### src/rtl/video_timing_gen.sv
// Raster timing generator: pixel/line counters, active-video enable and sync strobes.
// Define VIDEO_TIMING_DELAY_EN to delay the strobes (not the counters) by DELAY enabled cycles.
module video_timing_gen #(
    parameter int unsigned H_ACTIVE = 640,
    parameter int unsigned H_FP     = 16,
    parameter int unsigned H_SYNC   = 96,
    parameter int unsigned H_BP     = 48,
    parameter int unsigned V_ACTIVE = 480,
    parameter int unsigned V_FP     = 10,
    parameter int unsigned V_SYNC   = 2,
    parameter int unsigned V_BP     = 33,
    parameter bit          HS_POL   = 1'b0,
    parameter bit          VS_POL   = 1'b0,
    parameter int unsigned CW       = 12,
    parameter int unsigned DELAY    = 4
) (
    input  logic          clk,
    input  logic          reset,
    input  logic          en,
    output logic [CW-1:0] h_count,
    output logic [CW-1:0] v_count,
    output logic          vde,
    output logic          hsync,
    output logic          vsync,
    output logic [1:0]    cd,
    output logic          line_start,
    output logic          frame_start
);

    localparam int unsigned H_TOTAL    = H_ACTIVE + H_FP + H_SYNC + H_BP;
    localparam int unsigned V_TOTAL    = V_ACTIVE + V_FP + V_SYNC + V_BP;
    localparam int unsigned H_SYNC_BEG = H_ACTIVE + H_FP;
    localparam int unsigned H_SYNC_END = H_ACTIVE + H_FP + H_SYNC;
    localparam int unsigned V_SYNC_BEG = V_ACTIVE + V_FP;
    localparam int unsigned V_SYNC_END = V_ACTIVE + V_FP + V_SYNC;

    if ((H_TOTAL > (64'd1 << CW)) || (V_TOTAL > (64'd1 << CW)) || (DELAY < 1)) begin : g_param_check
        $error("video_timing_gen: CW too narrow for totals, or DELAY below 1");
    end

    typedef struct packed {
        logic vde;
        logic hsync;
        logic vsync;
        logic line_start;
        logic frame_start;
    } strobe_t;

    localparam strobe_t STROBE_IDLE = strobe_t'{1'b0, ~HS_POL, ~VS_POL, 1'b0, 1'b0};

    logic [CW-1:0] h_next_c;
    logic [CW-1:0] v_next_c;
    strobe_t       strb_next_c;
    strobe_t       strb_q;
    strobe_t       strb_out_c;

    // Next raster position and the strobes that describe it.
    always_comb begin
        h_next_c    = h_count;
        v_next_c    = v_count;
        strb_next_c = STROBE_IDLE;
        if (h_count == CW'(H_TOTAL - 1)) begin
            h_next_c = '0;
            v_next_c = (v_count == CW'(V_TOTAL - 1)) ? '0 : v_count + CW'(1);
        end else begin
            h_next_c = h_count + CW'(1);
        end
        strb_next_c.vde         = (h_next_c < CW'(H_ACTIVE)) && (v_next_c < CW'(V_ACTIVE));
        strb_next_c.hsync       = ((h_next_c >= CW'(H_SYNC_BEG)) && (h_next_c < CW'(H_SYNC_END)))
                                  ? HS_POL : ~HS_POL;
        strb_next_c.vsync       = ((v_next_c >= CW'(V_SYNC_BEG)) && (v_next_c < CW'(V_SYNC_END)))
                                  ? VS_POL : ~VS_POL;
        strb_next_c.line_start  = (h_next_c == '0);
        strb_next_c.frame_start = (h_next_c == '0) && (v_next_c == '0);
    end

    // Reset parks the raster on the last blanking pixel so the first enabled edge lands on (0,0).
    always_ff @(posedge clk or posedge reset) begin
        if (reset) begin
            h_count <= CW'(H_TOTAL - 1);
            v_count <= CW'(V_TOTAL - 1);
            strb_q  <= STROBE_IDLE;
        end else if (en) begin
            h_count <= h_next_c;
            v_count <= v_next_c;
            strb_q  <= strb_next_c;
        end
    end

`ifdef VIDEO_TIMING_DELAY_EN
    strobe_t dly_q [DELAY];

    // Strobe alignment line; counters stay early to address the pixel pipeline.
    always_ff @(posedge clk or posedge reset) begin
        if (reset) begin
            for (int i = 0; i < int'(DELAY); i++) begin
                dly_q[i] <= STROBE_IDLE;
            end
        end else if (en) begin
            dly_q[0] <= strb_q;
            for (int i = 1; i < int'(DELAY); i++) begin
                dly_q[i] <= dly_q[i-1];
            end
        end
    end

    assign strb_out_c = dly_q[DELAY-1];
`else
    assign strb_out_c = strb_q;
`endif

    assign vde         = strb_out_c.vde;
    assign hsync       = strb_out_c.hsync;
    assign vsync       = strb_out_c.vsync;
    assign cd          = {strb_out_c.vsync, strb_out_c.hsync};
    assign line_start  = strb_out_c.line_start;
    assign frame_start = strb_out_c.frame_start;

endmodule

### config.mk
export PLATFORM = sky130hd
export DESIGN_NAME = video_timing_gen
export DESIGN_NICKNAME = d
export VERILOG_FILES = /design/src/rtl/video_timing_gen.sv
export SDC_FILE = /design/constraint.sdc
export NUM_CORES = 1
export LEC_CHECK = 0
export BUFFER_PORTS_ARGS = -buffer_cell sky130_fd_sc_hd__buf_2
export CAP_MARGIN = 15
export CORE_MARGIN = 10
export CORE_UTILIZATION = 30
export CTS_CLUSTER_DIAMETER = 100
export DETAILED_ROUTE_END_ITERATION = 7
export GPL_TIMING_DRIVEN = 0
export HOLD_SLACK_MARGIN = 0.06
export PLACE_DENSITY = 0.44
export SLEW_MARGIN = 15
export SYNTH_ARGS = -nofsm -noshare
export SYNTH_HDL_FRONTEND = slang
export SYNTH_SLANG_ARGS = --single-unit
### constraint.sdc
create_clock -name clk -period 8.6 [get_ports clk]
set_clock_uncertainty 0.2 [all_clocks]
set_input_delay 0.86 -clock clk [delete_from_list [all_inputs] [get_ports clk]]
set_output_delay 0.86 -clock clk [all_outputs]
set_load 0.05 [all_outputs]
==> run summary, run 1 <==
CTS sink cnt = 29
Post-CTS Hold Buffers = 0
Slew Limit Fails = 0
clock slew at reported path FFs = 0.07 ns
largest net degree at the start of global routing = 30
total routed wirelength = 6290 um
DRT Pass-1 Iters = 4
register area share after synthesis = 34.8%
initial antenna violation count = 0
CP startpoint kind = flip-flop
run status = completed
PwrDens = 215 mW/mm^2
clk buf depth = 2
setup TNS = 0 ns
distinct cell type count of the synthesized netlist = 51
Resize count post-CTS = 0
leak pwr = 0.974 nW
Die X = 104 um
port bufs = 32
reg2reg start = h_count[4]
routed length per instance = 16.1 um
Async S/R FF share, synth = 100%
GRT Util Overall = 11.7%
yosys warns = 0
number of synthesized register bits = 29
I/O pins = 34
final net count = 299
worst hold start = hsync
HP Class = reg2reg
Worst Setup SP = h_count[4]
# diodes = 0
Final Cycle Share = 38.3%
critical path class = reg2reg
worst slew pin tran = 0.604 ns
Setup Buffers After CTS = 0
RSZ-0062 raised after global routing = no
VDD IR max = 0.0568 mV
grt ovf = 0
syn nets = 260
syn avg cell area = 8.39 um^2
min cycle time layout = 3.30 ns
required time worst endpoint = 8.57 ns
Residual DRC = 0
register area = 741 um^2
Worst-Skew Late Latency = 0.28 ns
chip height = 104 um
max cap viols = 0
Synth Flop Type = dfrtp_1
crit-path max FO = 9
Worst EP arrival = 3.27 ns
Rows = 30
H-tree Lvls = 2
grt met1 use = 13.9%
vias in the first global route = 2019
GRT busiest layer = met2
CTS tree = done
GP Congestion = 0.773
area of the multi-input gates = 0.00123 mm^2
most frequent cells in the layout = buf_2, nand2_1, clkbuf_1, dfrtp_1, nor2_1
antenna-violating nets left = 0
Post-synth EDFFs = 0
commonest non-fill, non-tap cell in the layout = buf_2
CTS buffer count = 5
GR Layer Usage met2 = 19.5%
Cell Area, Synth = 0.00213 mm^2
Vias/cell = 5.06
Filler Cell Count = 745
core outline area = 0.00683 mm^2
Mapped Cells = 254
Die ar. = 0.0109 mm^2
fmax = 303 MHz
final setup violation count = 0
Synth-to-Final Area Change = 18.6%
Initial Utilization = 31.2%
Max transition margin = 59.2%
final hold violation count = 0
number of DRC markers in iteration 0 = 114
root buffer cell = clkbuf_8
met3 Usage GRT = 3.28%
layout cells sized above 1 = 22.4%
first-pass GRT wire length = 10600 um
Crit. End Element = flip-flop
via count = 1972
utilization after layout = 37.0%
HPWL Detailed = 4670 um
==> power breakdown <==
group	internal (mW)	leakage, nW	switching [mW]
logic	0.0574	0.566	0.150
registers	0.167	0.350	0.0192
clock network	0.0944	0.0585	0.0559
==> layer usage <==
metal,up-vias,routed length (um),part of all wire (%)
met5,-,0,0
met4,0,123,2.0
met2,46,3000,48
li1,996,-,-
met1,918,2850,45
met3,12,326,5.2
==> per-stage QoR <==
stage,setup WS [ns],cell area (um^2),hold slack (ns),instances,power [mW]
after floorplan,5.53,2130,0.398,254,0.350
after global placement,5.30,2410,0.281,382,0.396
after detailed placement,5.33,2410,0.288,382,0.396
after CTS,5.31,2530,0.308,390,0.551
after global routing,5.07,2530,0.337,390,0.579
final,5.30,2530,0.300,390,0.543
==> critical path: stages, from the launching register on <==
cell	delay, ns
dfstp_2	0.53
clkbuf_1	0.31
nand4_1	0.46
or4_4	0.65
buf_6	0.16
nor4_4	0.25
and3_1	0.21
o211ai_1	0.08
o32ai_1	0.32
==> cells in the mapped netlist (4+ instances only) <==
library cell  number  area, um^2
clkbuf_1          16        60.1
nand2b_1           4        25.0
nor4_1             4        25.0
inv_1             10        37.5
nand2_1           28         105
a21oi_1            9        45.0
nand3_1           12        60.1
a31oi_1            8        50.1
xnor2_1           10        87.6
dfstp_2           12         315
nor2_1            16        60.1
nand4_1            7        43.8
o21ai_0           15        75.1
and3_1             6        37.5
nor3_1            10        50.1
dfrtp_1           17         425
xor2_1             7        61.3
==> flip-flops by register name, summed over array words and instances, names as in the netlist <==
| register | flops |
|---|---|
| hsync | 1 |
| line_start | 1 |
| vde | 1 |
| vsync | 1 |
| h_count | 12 |
| v_count | 12 |
| frame_start | 1 |
==> logic make-up (layout without fill, tap and decap cells) <==
family | after synthesis | after routing | share of synthesized area [%]
XOR/XNOR | 17 | 17 | 6.99
AO/OA/AOI/OAI | 55 | 55 | 16.3
multiplexers | 5 | 5 | 2.47
adder cells (fa/ha/maj) | 3 | 3 | 1.76
flip-flops | 29 | 29 | 34.8
AND/OR/NAND/NOR | 111 | 111 | 30.2
buffers and inverters | 34 | 74 | 7.46
==> layout make-up <==
type                    count  share of cell area [%]
flip-flops and latches     29                    29.3
repair buffers             32                    6.34
inverters                  10                    1.49
plain buffers              24                    4.80
clock inverters             1                    1.19
multi-input cells         191                    48.7
clock buffers               7                    3.42
well taps                  96                    4.75
==> path summary, 6_finish.rpt <==
kind,endpoint,slack [ns],depth (start not counted)
worst max-delay path,frame_start,5.30,8
worst min-delay path,hsync,0.30,2
worst max register to register,frame_start,5.30,8
worst min register to register,hsync,0.30,2
max in group asynchronous,v_count[0],7.34,2
min in group asynchronous,h_count[11],0.45,2
Note: power is estimated with default switching activity, not from simulation.
==> run 2: changes to the inputs <==
--- a/config.mk
+++ b/config.mk
@@ -13,7 +13,7 @@
 export DETAILED_ROUTE_END_ITERATION = 7
 export GPL_TIMING_DRIVEN = 0
 export HOLD_SLACK_MARGIN = 0.06
-export PLACE_DENSITY = 0.44
+export PLACE_DENSITY = 0.45
 export SLEW_MARGIN = 15
 export SYNTH_ARGS = -nofsm -noshare
 export SYNTH_HDL_FRONTEND = slang
==> constraint.sdc (replaced) <==
create_clock -name clk -period 2.7 [get_ports clk]
set_clock_uncertainty 0.2 [all_clocks]
set_input_delay 0.27 -clock clk [delete_from_list [all_inputs] [get_ports clk]]
set_output_delay 0.27 -clock clk [all_outputs]
set_load 0.05 [all_outputs]
==> run summary, run 2 (same netlist as run 1, synthesis figures left out) <==
worst slew pin tran = 0.675 ns
via count = 2101
most frequent cells in the layout = buf_2, nand2_1, buf_4, dfrtp_1
DRT Pass-1 Iters = 4
R2R cell count = 7
VDD IR max = 0.450 mV
Rows = 30
setup TNS = 0 ns
run status = completed
commonest non-fill, non-tap cell in the layout = buf_2
antenna-violating nets left = 0
CTS sink cnt = 29
GP Congestion = 0.870
Final Cycle Share = 99.4%
clk buf depth = 2
final net count = 319
post-route cell area = 0.00277 mm^2
Synth-to-Final Area Change = 30.1%
Worst EP arrival = 2.68 ns
reg2reg start = h_count[9]
PnR Total Power = 1.78 mW
flop2flop setup slack = 0.02 ns
HP Class = in2reg
Filler Cell Count = 722
GRT Util Overall = 12.0%
I/O pins = 34
initial antenna violation count = 0
RSZ-0062 raised after global routing = yes
Die ar. = 0.0109 mm^2
root buffer cell = clkbuf_8
layout cells sized above 1 = 33.1%
Vias/cell = 5.12
PwrDens = 643 mW/mm^2
crit-path max FO = 5
CP Capture Point = frame_start
CTS tree = done
HPWL Detailed = 4630 um
H-tree Lvls = 2
CP startpoint kind = flip-flop
max cap viols = 0
chip height = 104 um
# diodes = 0
routed length per instance = 16.4 um
fmax = 373 MHz
final hold violation count = 0
first-pass GRT wire length = 10900 um
clock slew at reported path FFs = 0.07 ns
min cycle time layout = 2.68 ns
grt ovf = 0
Min Hold Slack = 0.264 ns
number of DRC markers in iteration 0 = 132
Residual DRC = 0
Initial Utilization = 31.2%
largest net degree at the start of global routing = 30
Max transition margin = 54.9%
reg-to-reg endpoint = frame_start
vias in the first global route = 2013
port bufs = 32
Worst Setup SP = h_count[9]
required time worst endpoint = 2.70 ns
critical path class = reg2reg
final setup violation count = 0
Placement Cell Area = 0.00245 mm^2
core outline area = 0.00683 mm^2
Crit. End Element = flip-flop
biggest regs = h_count: 12 flops, v_count: 12 flops
utilization after layout = 40.6%
CTS buffer count = 5
Worst-Skew Late Latency = 0.29 ns
Slew Limit Fails = 0
total routed wirelength = 6720 um
Die X = 104 um
leak pwr = 1.11 nW
## run 2: cell count changes in the layout (fill, tap and decap cells not counted), sizes merged
cell         before  now
buf              40   58
bufinv            1    0
clkbuf           23   25
dlygate4sd3       0    1
## run 2: final cells by class
type	instances	area [um^2]	area share [%]
multi-input cells	191	1340	48.1
plain buffers	21	97.6	3.52
inverters	10	37.5	1.35
repair buffers	55	343	12.4
clock buffers	8	90.1	3.25
well taps	96	120	4.33
flip-flops and latches	29	749	27.0
## run 2: worst min path at each step
| stage | cells past startpoint | start | endpoint | slack, ns |
|---|---|---|---|---|
| after detailed placement | 2 | reset | vde | 0.21 |
| after global placement | 1 | line_start | line_start | 0.27 |
| final | 3 | en | h_count[4] | 0.26 |
| after global routing | 3 | en | h_count[4] | 0.31 |
| after floorplan | 1 | reset | frame_start | 0.14 |
| after CTS | 3 | en | h_count[4] | 0.27 |
## run 2: stage by stage
| stage | setup WS, ns | cells |
|---|---|---|
| after CTS | -0.0499 | 404 |
| after floorplan | -0.266 | 254 |
| final | 0.0168 | 410 |
| after global routing | -0.110 | 410 |
| after global placement | -0.457 | 382 |
| after detailed placement | -0.439 | 382 |
## run 2: critical path, cell delays in order, from the launching register on
cell and delay [ns]:
dfstp_2 0.53, or4b_4 0.52, buf_6 0.15, o41ai_2 0.29, mux2i_1 0.14, nor4_2 0.35
o211ai_1 0.14, o32ai_1 0.27
## run 2: timing repair
item                                   in CTS  in global routing
gates resized for setup                     8                 11
hold buffers                                1                  0
endpoints found under the hold margin      17                  0
pin swaps                                   8                 10
setup endpoints to repair                  13                  8
buffers inserted                           16                  6
## run 2: where the power goes
part / internal, mW / switching (mW)
combinational: 0.274 / 0.523
sequential: 0.540 / 0.0542
clock: 0.208 / 0.184
## run 2: metal layers
layer	GRT usage, %	part of all wire [%]	vias up
li1	-	-	1041
met1	16.2	49	998
met2	18.3	45	52
met3	3.22	5.7	10
met4	3.28	1.1	0
met5	0	0	-
==> run 3: changes to the inputs <==
--- a/config.mk
+++ b/config.mk
@@ -14,6 +14,7 @@
 export GPL_TIMING_DRIVEN = 0
 export HOLD_SLACK_MARGIN = 0.06
 export PLACE_DENSITY = 0.45
+export SETUP_SLACK_MARGIN = 0.5
 export SLEW_MARGIN = 15
 export SYNTH_ARGS = -nofsm -noshare
 export SYNTH_HDL_FRONTEND = slang
==> run summary, run 3 (same netlist as run 1, synthesis figures left out) <==
run status = complete, but fails checks
failing checks = setup timing
commonest non-fill, non-tap cell in the layout = buf_2
largest net degree at the start of global routing = 30
max cap viols = 0
Slew Limit Fails = 0
core outline area = 0.00683 mm^2
hold path depth = 1
Worst EP arrival = 2.91 ns
clock slew at reported path FFs = 0.07 ns
routed length per instance = 17.1 um
Synth-to-Final Area Change = 40.7%
min cycle time layout = 2.92 ns
Filler Cell Count = 708
Die ar. = 0.0109 mm^2
R2R cell count = 11
worst slew pin tran = 0.712 ns
final setup violation count = 14
Residual DRC = 0
leak pwr = 1.22 nW
HP Class = reg2reg
PwrDens = 608 mW/mm^2
fmax = 342 MHz
first-pass GRT wire length = 11400 um
required time worst endpoint = 2.68 ns
initial antenna violation count = 0
VDD IR max = 0.242 mV
final net count = 327
GRT Util Overall = 12.8%
root buffer cell = clkbuf_8
PnR Total Power = 1.82 mW
CTS sink cnt = 29
area of the multi-input gates = 0.00143 mm^2
Final Cycle Share = 108%
crit-path max FO = 4
Initial Utilization = 31.2%
port bufs = 32
critical path class = reg2reg
I/O pins = 34
vias in the first global route = 2225
CTS tree = done
number of DRC markers in iteration 0 = 75
clk buf depth = 2
antenna-violating nets left = 0
H-tree Lvls = 2
layout cells sized above 1 = 41.6%
DRT Pass-1 Iters = 4
Max transition margin = 52.6%
RSZ-0062 raised after global routing = yes
Vias/cell = 5.19
# diodes = 0
Crit. End Element = flip-flop
biggest regs = h_count: 12 flops, v_count: 12 flops
grt ovf = 0
fin worst setup slack = -0.224 ns
CP startpoint kind = flip-flop
utilization after layout = 43.9%
chip height = 104 um
Worst-Skew Late Latency = 0.28 ns
CTS buffer count = 5
total routed wirelength = 7140 um
most frequent cells in the layout = buf_2, nand2_1, buf_4, dfrtp_1
Die X = 104 um
via count = 2170
HPWL Detailed = 4660 um
final hold violation count = 0
Rows = 30
register area = 751 um^2
GP Congestion = 0.844
==> run 3: changes by cell type in the layout (fill, tap and decap cells not counted), sizes merged <==
cell,previous run,this run
buf,58,67
clkinv,0,1
clkbuf,25,23
==> run 3: final timing paths <==
path	from	end	slack, ns
worst max register to register	h_count[7]	vde	-0.22
min in group asynchronous	reset	h_count[5]	0.42
worst min register to register	line_start	line_start	0.29
worst max-delay path	h_count[7]	vde	-0.22
max in group asynchronous	reset	h_count[10]	1.41
worst min-delay path	line_start	line_start	0.29
==> run 3: worst max-delay path: stages (launching register included) <==
cell and delay (ns):
dfrtp_2 0.41, buf_6 0.12, or4b_4 0.48, buf_6 0.15, buf_6 0.12, nor4_4 0.34
buf_4 0.18, and4_1 0.20, a21oi_2 0.05, a211o_1 0.27, buf_6 0.12, o41ai_2 0.18
==> run 3: routing by layer <==
metal  vias to the layer above  wire length [um]  global-route usage (%)
met5                         -                 0                       0
met4                         0               170                    4.37
met3                        14               290                    2.97
met2                        58              3540                    22.4
met1                      1045              3150                    14.7
li1                       1053                 -                       -
==> run 3: area by class of cell <==
cell class	instances	share of cell area, %
inverter	10	1.25
timing repair buffer	60	13.9
buffer	24	4.67
multi-input combinational	191	47.7
tap	96	4.01
sequential	29	25.0
clock buffer	7	3.21
clock inverter	1	0.167
==> run 3: timing repair <==
| action | 4_1_cts | 5_1_grt |
|---|---|---|
| resized for setup | 33 | 32 |
| setup buffers | 22 | 5 |
| hold buffers | 1 | 0 |
| endpoints found under the setup margin | 22 | 23 |
| endpoints found under the hold margin | 17 | 0 |
| pin swaps | 22 | 10 |
==> run 3: where the power goes <==
part	internal [mW]	switching (mW)
Combinational	0.272	0.548
Sequential	0.540	0.0516
Clock	0.230	0.182
Total	1.04	0.781
==> run 3: per-stage QoR <==
stage	instances	hold WS (ns)	cell area, um^2	worst slack (ns)	TNS, ns
floorplan	254	0.139	2170	-0.266	-0.762
global placement	382	0.279	2450	-0.519	-3.43
detailed placement	382	0.216	2450	-0.528	-3.45
CTS	413	0.298	2850	-0.218	-0.776
global route	418	0.311	3000	-0.289	-2.42
finish	418	0.291	3000	-0.224	-1.32
